`src/rtl/gf2m_pkg.sv`:
```
// gf2m_pkg
//   Shared definitions for the digit-serial GF(2^m) multiplier:
//   - state_t     : controller FSM states
//   - M_DEF/D_DEF : default field degree and digit size
//   - cnt_width() : width of the digit counter, clog2(n) with a floor of 1
package gf2m_pkg;

  typedef enum logic [1:0] {
    S_IDLE = 2'd0,
    S_RUN  = 2'd1,
    S_DONE = 2'd2
  } state_t;

  localparam int M_DEF = 16;
  localparam int D_DEF = 4;

  // Bits needed to count 0..n-1; never less than one bit so that a
  // single-cycle run (D == M) still has a legal counter.
  function automatic int cnt_width(input int n);
    int w;
    w = 1;
    while ((1 << w) < n) w++;
    return w;
  endfunction

endpackage

```
`src/rtl/gf2m_ds_mul_ctrl_if.sv`:
```
// gf2m_ds_mul_ctrl_if
//   Operand/result bus of the GF(2^m) multiplier.
//   Handshake: a transfer happens on a rising clk edge where valid && ready
//   are both high; the source holds its payload stable while valid && !ready,
//   and ready may depend on internal state only.
//   Input side : in_valid, in_ready, a, b, g
//   Output side: out_valid, out_ready, c
//   master = operand source / result sink, slave = the multiplier.
interface gf2m_ds_mul_ctrl_if #(
  parameter int M = 16
);
  logic         in_valid;
  logic         in_ready;
  logic [M-1:0] a;
  logic [M-1:0] b;
  logic [M-1:0] g;
  logic         out_valid;
  logic         out_ready;
  logic [M-1:0] c;

  modport master (
    output in_valid, a, b, g, out_ready,
    input  in_ready, out_valid, c
  );

  modport slave (
    input  in_valid, a, b, g, out_ready,
    output in_ready, out_valid, c
  );
endinterface

```
`src/rtl/gf2m_digit_stage.sv`:
```
// gf2m_digit_stage
//   Combinational D-step update of the MSB-first interleaved multiplier.
//   Each row applies one iterative step for one multiplier bit:
//     t'_j = (t_(m-1) & g_j) ^ (bi & a_j) ^ t_(j-1),  t_(-1) = 0
//   Rows are chained D deep; row 0 consumes b_bits[D-1] (the MSB of the digit).
//   Ports: t_in  - accumulator before the digit
//          a, g  - multiplicand and field polynomial (g_m = 1 implicit)
//          b_bits- D multiplier bits, MSB first
//          t_out - accumulator after the digit
module gf2m_digit_stage #(
  parameter int M = 16,
  parameter int D = 4
) (
  input  logic [M-1:0] t_in,
  input  logic [M-1:0] a,
  input  logic [M-1:0] g,
  input  logic [D-1:0] b_bits,
  output logic [M-1:0] t_out
);

  always_comb begin
    logic [M-1:0] t_row;
    logic [M-1:0] t_nxt;
    logic         msb;
    logic         bi;
    t_row = t_in;
    t_nxt = '0;
    for (int k = 0; k < D; k++) begin
      msb = t_row[M-1];
      bi  = b_bits[D-1-k];
      t_nxt[0] = (msb & g[0]) ^ (bi & a[0]);
      for (int j = 1; j < M; j++) begin
        t_nxt[j] = (msb & g[j]) ^ (bi & a[j]) ^ t_row[j-1];
      end
      t_row = t_nxt;
    end
    t_out = t_row;
  end

endmodule

```
`src/rtl/gf2m_ds_mul_ctrl.sv`:
```
// gf2m_ds_mul_ctrl
//   Digit-serial GF(2^m) multiplier controller: c = a*b mod G(x).
//   Accepts an operand set in IDLE, spends M/D cycles in RUN consuming D bits
//   of b per cycle (MSB first), then presents c in DONE until taken.
//   Ports: clk, rst_n (async active-low)
//          bus    - operand/result bus (slave side)
//          busy   - high in RUN and DONE
//          state_o- current FSM state, for observation
module gf2m_ds_mul_ctrl
  import gf2m_pkg::*;
#(
  parameter int M = M_DEF,
  parameter int D = D_DEF
) (
  input  logic                 clk,
  input  logic                 rst_n,
  gf2m_ds_mul_ctrl_if.slave    bus,
  output logic                 busy,
  output state_t               state_o
);

  if (M < 2) begin : g_bad_m
    $error("gf2m_ds_mul_ctrl: M must be at least 2");
  end
  if (D < 1) begin : g_bad_d
    $error("gf2m_ds_mul_ctrl: D must be at least 1");
  end else if ((M % D) != 0) begin : g_bad_md
    $error("gf2m_ds_mul_ctrl: M must be a multiple of D");
  end

  localparam int NDIG  = (D >= 1) ? (M / D) : 1;
  localparam int CNT_W = cnt_width(NDIG);
  localparam logic [CNT_W-1:0] CNT_LAST = CNT_W'(NDIG - 1);

  state_t           state_q, state_d;
  logic [M-1:0]     t_q, t_d;
  logic [M-1:0]     a_q, a_d;
  logic [M-1:0]     g_q, g_d;
  logic [M-1:0]     b_q, b_d;
  logic [CNT_W-1:0] cnt_q, cnt_d;
  logic [M-1:0]     t_next;

  gf2m_digit_stage #(.M(M), .D(D)) u_stage (
    .t_in   (t_q),
    .a      (a_q),
    .g      (g_q),
    .b_bits (b_q[M-1 -: D]),
    .t_out  (t_next)
  );

  always_comb begin
    state_d = state_q;
    t_d     = t_q;
    a_d     = a_q;
    g_d     = g_q;
    b_d     = b_q;
    cnt_d   = cnt_q;
    case (state_q)
      S_IDLE: begin
        if (bus.in_valid) begin
          a_d     = bus.a;
          g_d     = bus.g;
          b_d     = bus.b;
          t_d     = '0;
          cnt_d   = '0;
          state_d = S_RUN;
        end
      end
      S_RUN: begin
        t_d   = t_next;
        b_d   = b_q << D;
        cnt_d = cnt_q + 1'b1;
        if (cnt_q == CNT_LAST) state_d = S_DONE;
      end
      S_DONE: begin
        if (bus.out_ready) state_d = S_IDLE;
      end
      default: state_d = S_IDLE;
    endcase
  end

  always_ff @(posedge clk or negedge rst_n) begin
    if (!rst_n) begin
      state_q <= S_IDLE;
      t_q     <= '0;
      a_q     <= '0;
      g_q     <= '0;
      b_q     <= '0;
      cnt_q   <= '0;
    end else begin
      state_q <= state_d;
      t_q     <= t_d;
      a_q     <= a_d;
      g_q     <= g_d;
      b_q     <= b_d;
      cnt_q   <= cnt_d;
    end
  end

  // All outputs decode registered state only; c is forced to zero outside
  // DONE so a stale accumulator is never visible.
  assign bus.in_ready  = (state_q == S_IDLE);
  assign bus.out_valid = (state_q == S_DONE);
  assign bus.c         = (state_q == S_DONE) ? t_q : '0;
  assign busy          = (state_q != S_IDLE);
  assign state_o       = state_q;

endmodule

```
`src/flat_wrapper.sv`:
```
// flat-port wrapper written by rule: the top's interface ports become plain ports
module gf2m_ds_mul_ctrl_flat import gf2m_pkg::*;
#(
  parameter int M = M_DEF,
  parameter int D = D_DEF
)
  (clk, rst_n, busy, state_o, bus_in_valid, bus_a, bus_b, bus_g, bus_out_ready, bus_in_ready, bus_out_valid, bus_c);
  gf2m_ds_mul_ctrl_if #(.M(M)) bus_i ();
  input  logic clk;
  input  logic rst_n;
  output logic busy;
  output state_t state_o;
  input wire logic [$bits(bus_i.in_valid)-1:0] bus_in_valid;
  input wire logic [$bits(bus_i.a)-1:0] bus_a;
  input wire logic [$bits(bus_i.b)-1:0] bus_b;
  input wire logic [$bits(bus_i.g)-1:0] bus_g;
  input wire logic [$bits(bus_i.out_ready)-1:0] bus_out_ready;
  output wire logic [$bits(bus_i.in_ready)-1:0] bus_in_ready;
  output wire logic [$bits(bus_i.out_valid)-1:0] bus_out_valid;
  output wire logic [$bits(bus_i.c)-1:0] bus_c;
  assign bus_i.in_valid = bus_in_valid;
  assign bus_i.a = bus_a;
  assign bus_i.b = bus_b;
  assign bus_i.g = bus_g;
  assign bus_i.out_ready = bus_out_ready;
  assign bus_in_ready = bus_i.in_ready;
  assign bus_out_valid = bus_i.out_valid;
  assign bus_c = bus_i.c;
  gf2m_ds_mul_ctrl #(.M(M), .D(D)) u_core (.clk(clk), .rst_n(rst_n), .bus(bus_i), .busy(busy), .state_o(state_o));
endmodule
```
`config.mk`:
```
export PLATFORM = sky130hd
export DESIGN_NAME = gf2m_ds_mul_ctrl_flat
export DESIGN_NICKNAME = d
export VERILOG_FILES = /design/src/rtl/gf2m_pkg.sv /design/src/rtl/gf2m_ds_mul_ctrl_if.sv /design/src/rtl/gf2m_digit_stage.sv /design/src/rtl/gf2m_ds_mul_ctrl.sv /design/src/flat_wrapper.sv
export SDC_FILE = /design/constraint.sdc
export NUM_CORES = 1
export LEC_CHECK = 0
export ABC_AREA = 1
export CAP_MARGIN = 20
export CORE_ASPECT_RATIO = 0.7
export CORE_UTILIZATION = 45
export CTS_CLUSTER_DIAMETER = 30
export DETAILED_ROUTE_END_ITERATION = 12
export PLACE_DENSITY_LB_ADDON = 0.2
export SETUP_SLACK_MARGIN = 0.2
export SLEW_MARGIN = 20
export SYNTH_ARGS = -nofsm -noshare
export SYNTH_HDL_FRONTEND = slang
export SYNTH_HIERARCHICAL = 1
export SYNTH_SLANG_ARGS = --single-unit
```
`constraint.sdc`:
```
create_clock -name clk -period 1.8 [get_ports clk]
set_input_delay 0.36 -clock clk [delete_from_list [all_inputs] [get_ports clk]]
set_output_delay 0.36 -clock clk [all_outputs]
set_load 0.05 [all_outputs]
```
# Word level (Yosys, flattened, before mapping)
# Index checks and enable logic that the tools add are counted.
# word_totals
register_bits,68
input_bits,52
word_cells,282
# op_classes
addsub,1
eq_ne,6
n_mux,11
bitwise_logic,252
reduce_logical,6
# ops
operator,count
1-bit AND,128
1-bit bitwise XOR,124
16-bit case mux with 2 select lines,2
16-bit two-way mux,3
2-bit two-way mux,4
2-bit case mux with 3 select lines,1
"2-bit equality test, second input constant",2
"2-bit inequality test, second input constant",2
2-bit case mux with 2 select lines,1
2-bit AND reduction,2
2-bit nonzero test,2
3-bit AND reduction,1
"2-bit by 1-bit adder with 2-bit output, second input constant",1
"2-bit by 1-bit equality test with 1-bit output, second input constant",1
2-bit zero test,1
"2-bit by 1-bit inequality test with 1-bit output, second input constant",1

# Logic depth before layout (Yosys ltp)
# Gate-level depths: netlist of run 1.
# logic_depth
word_depth,13
mapped_depth,21

# By module
# Netlist of run 1, hierarchy kept.
# modules_own_cells
mod,instances,cells_each,area_each_um2
gf2m_ds_mul_ctrl,1,344,2920.3
gf2m_digit_stage,1,660,2767.7

# Worst setup path before layout of run 1
# OpenSTA, ideal clock, no wires.
# synth_timing
kind,register to output
startpoint,"reg u_core.state_q[1], in the netlist u_core/state_o[1]"
endpoint,out bus_c[10]
arrival_ps,1821
setup_slack_ps,-381
path_stages_with_launch,4
path_buffers,1
path_cell_list,dfrtp_1 nand2_2 buf_4 nor2_1
# synth_between
elab_chain_cells,2
# synth_lines
element,line,text
"start, declared",gf2m_ds_mul_ctrl.sv:35,"state_t state_q, state_d;"
"start signal, assigned",gf2m_ds_mul_ctrl.sv:91,state_q <= state_d;
2-bit equality test,gf2m_ds_mul_ctrl.sv:104,assign bus.c = (state_q == S_DONE) ? t_q : '0;
16-bit two-way mux,gf2m_ds_mul_ctrl.sv:104,
"end, declared",flat_wrapper.sv:20,output wire logic [$bits(bus_i.c)-1:0] bus_c;
# No other way between the ends.

# Worst setup path after layout of run 1
# layout_timing
startpoint,reg u_core.b_q[15]
endpoint,reg u_core.t_q[9]
# layout_between
elab_chain_cells,13
# layout_lines
element,line,text
"start, declared",gf2m_ds_mul_ctrl.sv:39,"logic [M-1:0] b_q, b_d;"
"start signal, assigned",gf2m_ds_mul_ctrl.sv:88,b_q <= '0;
"start signal, assigned",gf2m_ds_mul_ctrl.sv:95,b_q <= b_d;
1-bit AND,gf2m_digit_stage.sv:33,t_nxt[j] = (msb & g[j]) ^ (bi & a[j]) ^ t_row[j-1];
1-bit bitwise XOR (2 in series),gf2m_digit_stage.sv:33,
1-bit AND,gf2m_digit_stage.sv:33,
1-bit bitwise XOR (2 in series),gf2m_digit_stage.sv:33,
1-bit AND,gf2m_digit_stage.sv:33,
1-bit bitwise XOR (2 in series),gf2m_digit_stage.sv:33,
1-bit AND,gf2m_digit_stage.sv:33,
1-bit bitwise XOR,gf2m_digit_stage.sv:33,
1-bit bitwise XOR *,gf2m_digit_stage.sv:33,
net u_core.t_next[9],gf2m_ds_mul_ctrl.sv:41,logic [M-1:0] t_next;
16-bit case mux with 2 select lines *,gf2m_ds_mul_ctrl.sv:58,case (state_q)
"end signal, assigned",gf2m_ds_mul_ctrl.sv:92,t_q <= t_d;
"end, declared",gf2m_ds_mul_ctrl.sv:36,"logic [M-1:0] t_q, t_d;"
# The timed path passes the listed nets; every way through them passes the cells marked *.
# A chain may end at the register's enable or synchronous reset.

==> key figures, run 1 <==
Route
  – Via total after detailed routing: 6446
  – Vias per cell: about 5
  – DR DRC count: 0
  – Average wire per standard cell: approximately 13 um
  – Final wirelength: ~17 mm
  – 1st-iter DRT viols: a little under 400
  – ANT nets after route: 0
  – DRT Pass-1 Iters: 5

Power
  – Sw Ratio: 0.518
  – VDD IR max: approximately 1.6 mV
  – Seq pwr share: 0.166
  – Pwr/cell area: between 2000 and 2500 nW/um2
  – Final Power: between 15 and 20 mW
  – Clk network pwr share: 0.102
  – Pleak: roughly 4.6 nW
  – Sw Pwr: around 9.5 mW
  – Logic pwr share: 0.732
  – Int Pwr: slightly below 9 mW

Run status
  – Failing checks: setup timing
  – Outcome: finished, violations left

GRT
  – First-pass GRT wire length: between 20 and 30 mm
  – Initial antenna violation count: 0
  – Vias in the first global route: around 5800
  – Grt total ovfl: 0
  – All-Layer GR Usage: 0.266
  – Largest net degree at the start of global routing: 69

Timing
  – Final WS setup: -279 ps
  – Fin. max-slew vios: 0
  – Hold slack final: roughly 29 ps
  – Slew HR: 0.734
  – FMAX: ~0.48 GHz
  – Tcrit/Tclk final: 1.16
  – Fin crit period: 2080 ps
  – Worst-margin pin slew: 398 ps
  – Final Skew: around 6.5 ps
  – Final hold vios: 0
  – Final setup viols: 17
  – RSZ-0062 raised after global routing: true

Clock network
  – Clock tree buffer depth: 2
  – Num CTS Buffers: 9
  – CTS Hold Bufs: 0
  – CTS Sinks: between 60 and 70
  – Clock slew seen by the registers of the worst setup and hold paths: around 70 ps
  – CTS tree: built
  – Worst skew pair latency: between 300 and 400 ps
  – # H-tree levels: 3
  – CTS root buf: clkbuf_16

Synthesis
  – Syn Area/Cell: ~5.7 um2
  – Syn. warnings: 6
  – Synthesized netlist net count: about 1100
  – Top cell type's share of synthesized area: 0.329
  – #FFs+latches synth: between 60 and 70
  – Mapped Area: between 5000 and 6000 um2
  – Post-synthesis share of cell area spent on xor and xnor gates: 0.0262
  – Largest cells by area after synthesis: nand2_1 (33%), dfrtp_1 (30%), nand3_1 (12%), inv_1 (11%), nor2_1 (2.9%)
  – Area fraction in compound gates after synthesis: 0.00550
  – Post-Synth Simple-Gate Area: 0.508
  – Synth area leader: nand2_1
  – Number of distinct library cells after synthesis: 26
  – Adder-Cell Fraction of Synth Area: 0.00220
  – Multiplexer area fraction after synthesis: 0
  – Register area share after synthesis: 0.299
  – Largest family of logic cells by synthesized area: simple AND/OR/NAND/NOR gates
  – Cells after synthesis: 1004

Hold path
  – Min-Delay Path Class: in2async

Worst setup path
  – Worst Setup Path Type: reg2reg
  – Bufs and invs on worst path: 3
  – Worst reg2reg setup slack: -280 ps
  – CP Max Fanout: 14
  – Critical path, cell by cell: nand2_1, nand2_1, nand2_2, inv_2, nand2_2, nand2_4, inv_2, nand2_4, nand2_8, nor2_4, nand2_2, nand2_4, buf_12, nand2_1, nand3_1, nand2_1, nand2_1, nand2_1
  – Worst path slowest cell: dfrtp_2
  – Critical Path Start Type: register
  – Crit end category: register
  – CP dominant cell by count: nand2_1
  – Crit-path max cell delay: 530 ps
  – Crit path DAT: 2310 ps
  – Req. time, crit path: 2030 ps
  – CP top delay family: simple AND/OR/NAND/NOR gates

Placed design
  – PortBufs: 72
  – GP Congestion: 0.827
  – DP HPWL: approximately 11 mm

Die
  – # rows: 33
  – Die ar.: around 13000 um2
  – Core area: about 12000 um2
  – Initial Util: 0.473
  – Die width: 136 um
  – Ports: between 70 and 80
  – Die height: 96.1 um

Cells and area
  – Layout cells sized above 1: 0.227
  – P&R area growth vs syn: 44.3%
  – Nets: between 1000 and 1500
  – ANT cells: 0

Flow run
  – Number of max-cap violations: 0
## area by class of cell
cell class,instances,area (um2)
clock buffer,9,225
tap,157,196
timing repair buffer,156,1750
sequential,68,1710
clock inverter,7,81.3
inverter,174,678
multi-input combinational,723,3570
fill,1030,3800
## sequential cells by signal (all words and copies together) (netlist names)
register,flops
u_core/a_q,16
u_core/b_q,16
u_core/g_q,16
u_core/t_q,16
u_core/cnt_q,2
u_core/state_o,2
## placed cells by master, fill, tap and decap left out, drive strengths merged
cell and n:
nor2 47, nand2 510, xnor2 5, inv 175, xor2 12, clkinv 2
clkdlybuf4s50 49, buf 107, nand4 7, ha 1, o21ai 4, nand3b 1
bufinv 1, clkbuf 9, clkinvlp 3, dfrtp 68, nand3 135, or2 1
## worst paths after layout
path / startpoint / to / cells after the start
worst max-delay path: u_core/b_q[15]$_DFFE_PN0P_ / u_core/t_q[9]$_DFFE_PN0P_ / 18
worst min-delay path: rst_n / u_core/b_q[1]$_DFFE_PN0P_ / 2
max in group asynchronous: rst_n / u_core/b_q[14]$_DFFE_PN0P_ / 2
worst max register to register: u_core/b_q[15]$_DFFE_PN0P_ / u_core/t_q[9]$_DFFE_PN0P_ / 18
worst min register to register: u_core/b_q[3]$_DFFE_PN0P_ / u_core/b_q[3]$_DFFE_PN0P_ / 2
min in group clk: bus_in_valid / u_core/t_q[5]$_DFFE_PN0P_ / 4
## power groups by stage
stage / registers, mW / logic [mW] / clock network, mW
detailed placement: 2.99 / 10.9 / 0
CTS: 2.97 / 12.1 / 1.89
global route: 3.13 / 14.8 / 1.95
floorplan: 2.96 / 7.77 / 0
global placement: 2.98 / 10.7 / 0
finish: 3.04 / 13.4 / 1.87
## per-stage QoR
stage / setup TNS [ps] / worst slack (ps) / cells / cell area, um2 / util
after CTS: -2270 / -175 / 1288 / 7880 / 0.656
after global placement: -2810 / -215 / 1256 / 7210 / 0.600
after detailed placement: -4420 / -316 / 1256 / 7210 / 0.600
after global routing: -6370 / -419 / 1294 / 8210 / 0.683
final: -4050 / -279 / 1294 / 8210 / 0.683
after floorplan: -3.36 / -3.36 / 1004 / 5850 / -
## metal layers
| layer | routed length [um] | vias up | global-route usage | share of wire |
|---|---|---|---|---|
| met3 | 941 | 48 | 0.0463 | 0.056 |
| met1 | 7920 | 2945 | 0.348 | 0.47 |
| li1 | - | 3233 | - | - |
| met5 | 0 | - | 0 | 0 |
| met4 | 505 | 0 | 0.0944 | 0.030 |
| met2 | 7550 | 220 | 0.442 | 0.45 |
## timing repair
action                                  in CTS  in global routing
pin swaps                                   20                 34
resized for setup                           66                 81
cloned                                       1                  0
setup buffers                               15                  6
endpoints found under the setup margin      35                 35
## cells in the mapped netlist
cell and instances:
buf_1 1, buf_2 19, buf_4 11, buf_6 5, clkbuf_1 3, clkinv_1 1, dfrtp_1 68, ha_1 1
inv_1 168, inv_2 5, nand2_1 498, nand2_2 9, nand2_4 3, nand3_1 134, nand3_2 1, nand3b_1 1
nand4_1 7, nor2_1 44, nor2_2 1, nor2_4 2, o21ai_0 2, o21ai_1 1, o21ai_4 1, or2_1 1
xnor2_1 5, xor2_1 12
## kinds of logic after synthesis
kind of cell               after synthesis
AOI/OAI and AO/OA                        4
buffers and inverters                  213
DFF                                     68
xor gates and xnor gates                17
and+or+nand+nor                        701
adders and majority gates                1
Note: power is estimated with default switching activity, not from simulation.
==> inputs of run 2 (changes only) <==
Settings changed: SYNTH_HIERARCHICAL 1 to default.
==> run 2 against run 1 <==
  * The flow still finishes with violations (setup timing)
  * Register-to-register slack barely moved
  * Area after synthesis shrank 7.6%
  * Critical endpoint is now u_core.t_q[10]$_DFFE_PN0P_
  * Setup slack improved by 14 ps
  * Clock-buffer cell count up 2
  * Final cell count down 19%
==> key figures, run 2 <==
Run status
  – Outcome: finished, violations left
  – Failing checks: setup timing

Timing
  – Tcrit/Tclk final: 1.15 (-0.00767)
  – FMAX: 0.484 GHz (+0.67%)
  – Final hold vios: 0 (unchanged)
  – Slew HR: 0.492 (-0.242)
  – Setup tns final: -3690 ps (+357 ps)
  – Worst-margin pin slew: 763 ps (+365 ps)
  – Final Skew: 5.91 ps (-0.619 ps)
  – Fin crit period: 2070 ps (-13.8 ps)
  – Final setup viols: 24 (+7)
  – Final WS setup: -266 ps (+13.8 ps)
  – Hold slack final: 430 ps (+401 ps)
  – RSZ-0062 raised after global routing: true
  – Fin. max-slew vios: 0 (unchanged)

GRT
  – Grt total ovfl: 0 (unchanged)
  – Largest net degree at the start of global routing: 60 (-13%)
  – First-pass GRT wire length: 27.0 mm (about the same)
  – Vias in the first global route: 5552 (-4.4%)
  – All-Layer GR Usage: 0.281 (+0.0153)
  – Initial antenna violation count: 0 (unchanged)

Route
  – Final wirelength: 16.4 mm (-2.9%)
  – Vias per cell: 5.46 (+9.7%)
  – 1st-iter DRT viols: 489 (+23%)
  – DR DRC count: 0 (unchanged)
  – DRT Pass-1 Iters: 5 (unchanged)
  – Via total after detailed routing: 5738 (-11%)
  – Average wire per standard cell: 15.6 um (+20%)
  – ANT nets after route: 0 (unchanged)

Synthesis
  – #FFs+latches synth: 68 (unchanged)
  – Count leader, synth: nand2_1
  – Synth Flop Type: dfrtp_1
  – Synth cell count leaders: nand2_1 (261), nand3_1 (156), inv_1 (79)
  – Synth async-reset ratio: 1.00 (unchanged)
  – Cells after synthesis: 782 (-22%)
  – Synth area leader: dfrtp_1
  – Number of distinct library cells after synthesis: 30 (+15%)
  – Largest cells by area after synthesis: dfrtp_1 (32%), nand2_1 (19%), nand3_1 (15%), inv_1 (5.6%), xor2_1 (4.7%)
  – Syn Area/Cell: 6.72 um2 (+19%)
  – Syn. warnings: 0 (-6)
  – Synthesized netlist net count: 835 (-21%)
  – Mapped Area: 5260 um2 (-7.6%)
  – Register area share after synthesis: 0.324 (+0.0246)
  – Post-synth EDFFs: 0 (unchanged)
  – Top cell type's share of synthesized area: 0.324 (-0.00491)

Die
  – # rows: 32 (-3.0%)
  – Die width: 131 um (-3.8%)
  – Die height: 92.4 um (-3.8%)
  – Ports: 73 (unchanged)
  – Core area: 11200 um2 (-7.0%)
  – Initial Util: 0.471 (-0.00285)
  – Die ar.: 12100 um2 (-7.5%)

Worst setup path
  – R2R cell count: 17 (-1)
  – Crit path DAT: 2300 ps (about the same)
  – FF-to-FF Start: u_core.a_q[15]$_DFFE_PN0P_
  – Worst reg2reg setup slack: -270 ps (about the same)
  – Worst Setup Path Type: reg2reg
  – Critical R2R Capture: u_core.t_q[10]$_DFFE_PN0P_
  – CP Max Fanout: 14 (unchanged)
  – Critical Path Start Type: register
  – Req. time, crit path: 2030 ps (about the same)
  – Crit end category: register

Cells and area
  – P&R area growth vs syn: 42.0%
  – Layout cells sized above 1: 0.239 (+0.0117)
  – Commonest non-fill, non-tap cell in the layout: nand2_1
  – Commonest non-fill, non-tap cells in the layout: nand2_1 (238), nand3_1 (139), inv_1 (75)
  – ANT cells: 0 (unchanged)
  – Finished Cell Area: 7460 um2 (-9.1%)
  – Area of the multi-input gates: 3420 um2 (-4.3%)
  – Nets: 945 (-20%)
  – FILL cells: 897 (-13%)
  – Reg area: 1710 um2 (about the same)

Placed design
  – GP Congestion: 0.878 (+6.2%)
  – Cell area after placement: 6740 um2 (-6.4%)
  – PortBufs: 72 (unchanged)
  – DP HPWL: 11.2 mm (-2.1%)

Flow run
  – Number of max-cap violations: 0 (unchanged)

Clock network
  – Clock tree buffer depth: 2 (unchanged)
  – Worst skew pair latency: 340 ps (about the same)
  – Clock slew seen by the registers of the worst setup and hold paths: 60 ps (about the same)
  – # H-tree levels: 3 (unchanged)
  – CTS tree: built
  – CTS Sinks: 68 (unchanged)
  – Num CTS Buffers: 9 (unchanged)
  – CTS root buf: clkbuf_16

Hold path
  – Min-Delay Path Class: in2async
run 2: cell count changes in the layout (fill, tap and decap cells not counted), sizes merged, moves of 16 or more:
cell / delta
xor2: +16
mux2: +17
buf: -27
inv: -96
nand2: -240
a21oi: +16
nand3: +23
run 2: kinds of logic (layout without fill, tap and decap cells):
logic type | Yosys count | count (layout) | share of synthesized area
AOI/OAI and AO/OA | 49 | 49 | 0.0619
xor gates and xnor gates | 48 | 48 | 0.0800
adders and majority gates | 1 | 1 | 0.00238
buffers and inverters | 115 | 230 | 0.0940
DFF | 68 | 68 | 0.324
muxes | 17 | 17 | 0.0364
and+or+nand+nor | 484 | 484 | 0.402
run 2: critical path: stages (launching register included):
cell and delay (ps):
dfrtp_1 430, nand2_2 100, nand2_2 100, inv_1 50, nor2_2 130, nor2_2 50
nor2_2 110, nand2_2 110, nand2_4 110, nor2_4 30, nand2_2 70, nand2_4 70
buf_12 150, buf_4 130, nand3_1 60, nand3_1 80, nand3_1 110, nand2_1 50
run 2: timing repair:
item,CTS,global route
resized for setup,26,34
endpoints found under the setup margin,34,34
pin swaps,3,7
cloned,3,1
setup buffers,8,9
hold endpoints to repair,9,0
hold buffers,1,0
run 2: how the worst max path moves through the flow:
stage,from,endpoint,cells after the start,slack (ps)
floorplan,u_core.state_o[1]$_DFFE_PN0P_,bus_c[10],5,-180
finish,u_core.a_q[15]$_DFFE_PN0P_,u_core.t_q[10]$_DFFE_PN0P_,17,-270
detailed placement,u_core.t_q[15]$_DFFE_PN0P_,u_core.t_q[4]$_DFFE_PN0P_,16,-240
global route,u_core.a_q[15]$_DFFE_PN0P_,u_core.t_q[11]$_DFFE_PN0P_,17,-400
global placement,u_core.t_q[15]$_DFFE_PN0P_,u_core.t_q[4]$_DFFE_PN0P_,17,-150
CTS,u_core.a_q[15]$_DFFE_PN0P_,u_core.t_q[4]$_DFFE_PN0P_,17,-190
run 2: per-layer routing:
| layer | up-vias | GRT usage | wire, um |
|---|---|---|---|
| li1 | 2729 | - | - |
| met1 | 2708 | 0.366 | 7270 |
| met2 | 260 | 0.461 | 7530 |
| met3 | 41 | 0.0586 | 1270 |
| met4 | 0 | 0.105 | 359 |
| met5 | - | 0 | 0 |
run 2: through the flow:
stage | setup slack (ps) | util | cells
after floorplan | -176 | - | 782
after global placement | -148 | 0.604 | 1012
after detailed placement | -243 | 0.604 | 1012
after CTS | -187 | 0.651 | 1040
after global routing | -395 | 0.668 | 1050
final | -266 | 0.668 | 1050
run 2: area by class of cell:
| class | count | area share |
|---|---|---|
| Timing Repair inverter | 2 | 0.00620 |
| Clock buffer | 11 | 0.0312 |
| Timing Repair Buffer | 132 | 0.201 |
| Clock inverter | 5 | 0.00704 |
| Tap cell | 153 | 0.0256 |
| Inverter | 80 | 0.0422 |
| Multi-Input combinational cell | 599 | 0.458 |
| Sequential cell | 68 | 0.229 |
Power of run 2 is left out: the tool's default activity adds up to more than one toggle a clock period on the data nets, which glitch-free logic cannot reach.
==> inputs of run 3 (changes only) <==
Settings changed: SLEW_MARGIN 20 to default.
==> results of run 3 <==
The final DEF is identical to that of run 2; final timing and power are the same.
Power of run 3 is left out for the same reason.
==> variant (settings of run 2) <==
`t_q`, `a_q`, `g_q` and `b_q` no longer have a reset.
--- a/src/rtl/gf2m_ds_mul_ctrl.sv
+++ b/src/rtl/gf2m_ds_mul_ctrl.sv
@@ -84,6 +84,2 @@
       state_q <= S_IDLE;
-      t_q     <= '0;
-      a_q     <= '0;
-      g_q     <= '0;
-      b_q     <= '0;
       cnt_q   <= '0;
@@ -91,8 +87,11 @@
       state_q <= state_d;
-      t_q     <= t_d;
-      a_q     <= a_d;
-      g_q     <= g_d;
-      b_q     <= b_d;
       cnt_q   <= cnt_d;
     end
+  end
+
+  always_ff @(posedge clk) begin
+    t_q <= t_d;
+    a_q <= a_d;
+    g_q <= g_d;
+    b_q <= b_d;
   end
Formal check against the unedited RTL: same outputs for any inputs over 4 cycles, from zero or initial values and one cycle with rst_n low; that may be too few to reach the edited logic, so the function may still have changed.
==> variant against run 2 <==
- the flow still finishes with violations (setup timing)
- cell area increased by 1.9%
- critical path depth fell by 4
- area after synthesis down 7.4%
- first-iteration DRC count grew 1.2%
- setup slack got worse by 0.11 ns
- sequential cell count is the same
- wire length decreased by 3.8%
Power is not shown: default switching activity piles up to over one toggle a cycle in this logic, so the estimate is an artifact.
==> variant: results (changes against run 2) <==
* Synthesized net count at 767 (-8.1%)
* Outcome: finished, violations left
* Clock Path Buffers at 2 (unchanged)
* Failing checks: setup timing
* EDFF count, synth at 64 (+64)
* Final HPWL DP at 9.552 mm (-15%)
* Worst setup margin at -0.3755 ns (-0.1099 ns)
* Skew-Pair Late Insertion Delay at 0.34 ns (about the same)
* Area contributors post-synth: edfxtp_1, nand2_1, nand3_1, inv_1, nor2_1
* Worst-path clk slew at 0.06 ns (about the same)
* Endpoints failing setup at 17 (-29%)
* Inst Count DP at 944 (-6.7%)
* CTS root buffer: clkbuf_16
* Post-DP Area at 6344 µm² (-5.9%)
* Gpl congestion at 0.8629 (-1.7%)
* Gr ovfl total at 0 (unchanged)
* Fin Clk Skew at 0.006878 ns (+0.0009633 ns)
* Async SR Flop Fraction at 5.882% (-94 points)
* Top cells by count, synth: nand2_1, nand3_1, inv_1
* N_diodes at 0 (unchanged)
* Layout cells sized above 1 at 27.61% (+3.8 points)
* Drc violations at 0 (unchanged)
* Synth cell types at 25 (-17%)
* Reg-to-reg startpoint: u_core.t_q[15]$_SDFFCE_PN0P_
* Synth warn at 0 (unchanged)
* Critical path endpoint: u_core.t_q[13]$_SDFFCE_PN0P_
* Largest net degree at the start of global routing at 21 (-65%)
* Finished Layout Cells at 994 (-5.3%)
* CP Launch Type: flip-flop
* Buffers on Ports at 72 (unchanged)
* H-tree Lvls at 3 (unchanged)
* Vias in the first global route at 4926 (-11%)
* Setup_tns at -5.314 ns (-1.619 ns)
* Syn Inst Count at 714 (-8.7%)
* Worst hold slack at 0.2077 ns (-0.2223 ns)
* Post-Route WL at 15.81 mm (-3.8%)
* Nets at 910 (-3.7%)
* Worst slew margin at 79.21% (+30 points)
* Initial antenna violation count at 0 (unchanged)
* Crit path DAT at 2.27 ns (-0.03 ns)
* HP Class: input port to async pin
* Overall Global Routing Usage at 26.83% (-1.3 points)
* Seq/Total Area, Yosys at 41.55% (+9.2 points)
* Dpl ws at -0.3720 ns (-0.1289 ns)
* Max FO, Critical Path at 8 (-6)
* TritonCTS Buffers at 9 (unchanged)
* Drt first pass iters at 5 (unchanged)
* Top_reg_cell synth: edfxtp_1
* Drt via density at 5.374 (-1.7%)
* Initial DRC count at 495 (+1.2%)
* Worst Reg-to-Reg Cells at 13 (-4)
* Global-route wire length before repair at 23.12 mm (-14%)
[variant: cell count changes after synthesis, moves of 10 or more]
cell / run 2 / this run
a21o_1: 12 / 0
dfrtp_1: 68 / 4
edfxtp_1: 0 / 64
mux2_2: 17 / 0
nand2_1: 261 / 331
nand3_1: 156 / 86
nand3b_1: 0 / 18
nor2_1: 40 / 55
nor2_2: 14 / 0
o211ai_1: 10 / 0
xor2_1: 28 / 4
[variant: cells by family (layout without fill, tap and decap cells)]
family,count (synthesis),in the layout,share of synthesized area (%)
simple gates,503,505,43.51
buf+inv,104,250,8.897
flops,68,68,41.55
xor+xnor,23,23,4.140
compound gates,15,15,1.646
fa+ha+maj,1,1,0.2571
[variant: timing repair]
| item | CTS | global route |
|---|---|---|
| cloned | 4 | 7 |
| buffers inserted | 13 | 10 |
| pin swaps | 17 | 20 |
| setup endpoints to repair | 85 | 110 |
| resized for setup | 82 | 53 |
[variant: routing by layer]
metal / vias to the layer above / global-route usage [%] / routed length, µm
met5: - / 0 / 0
met3: 40 / 4.907 / 1131
met2: 259 / 48.42 / 7654
met1: 2498 / 32.73 / 6634
li1: 2545 / - / -
met4: 0 / 9.748 / 388
[variant: cell type report]
class | instances | area [µm²]
inverters | 81 | 320.3
multi-input cells | 544 | 2947
repair buffers | 153 | 1843
fillers | 740 | 2825
clock buffers | 9 | 225.2
well taps | 132 | 165.2
clock inverters | 7 | 83.83
flip-flops and latches | 68 | 2024
[variant: critical path, stage by stage, from the launching register on]
cell	delay, ns
edfxtp_1	0.51
buf_4	0.18
buf_6	0.15
nand2_1	0.10
xnor2_2	0.16
nand3b_1	0.16
nand2_1	0.08
inv_1	0.05
nand2_1	0.09
nand2_1	0.06
nand2_1	0.07
nand2_2	0.09
a21oi_2	0.15
nor2_1	0.07
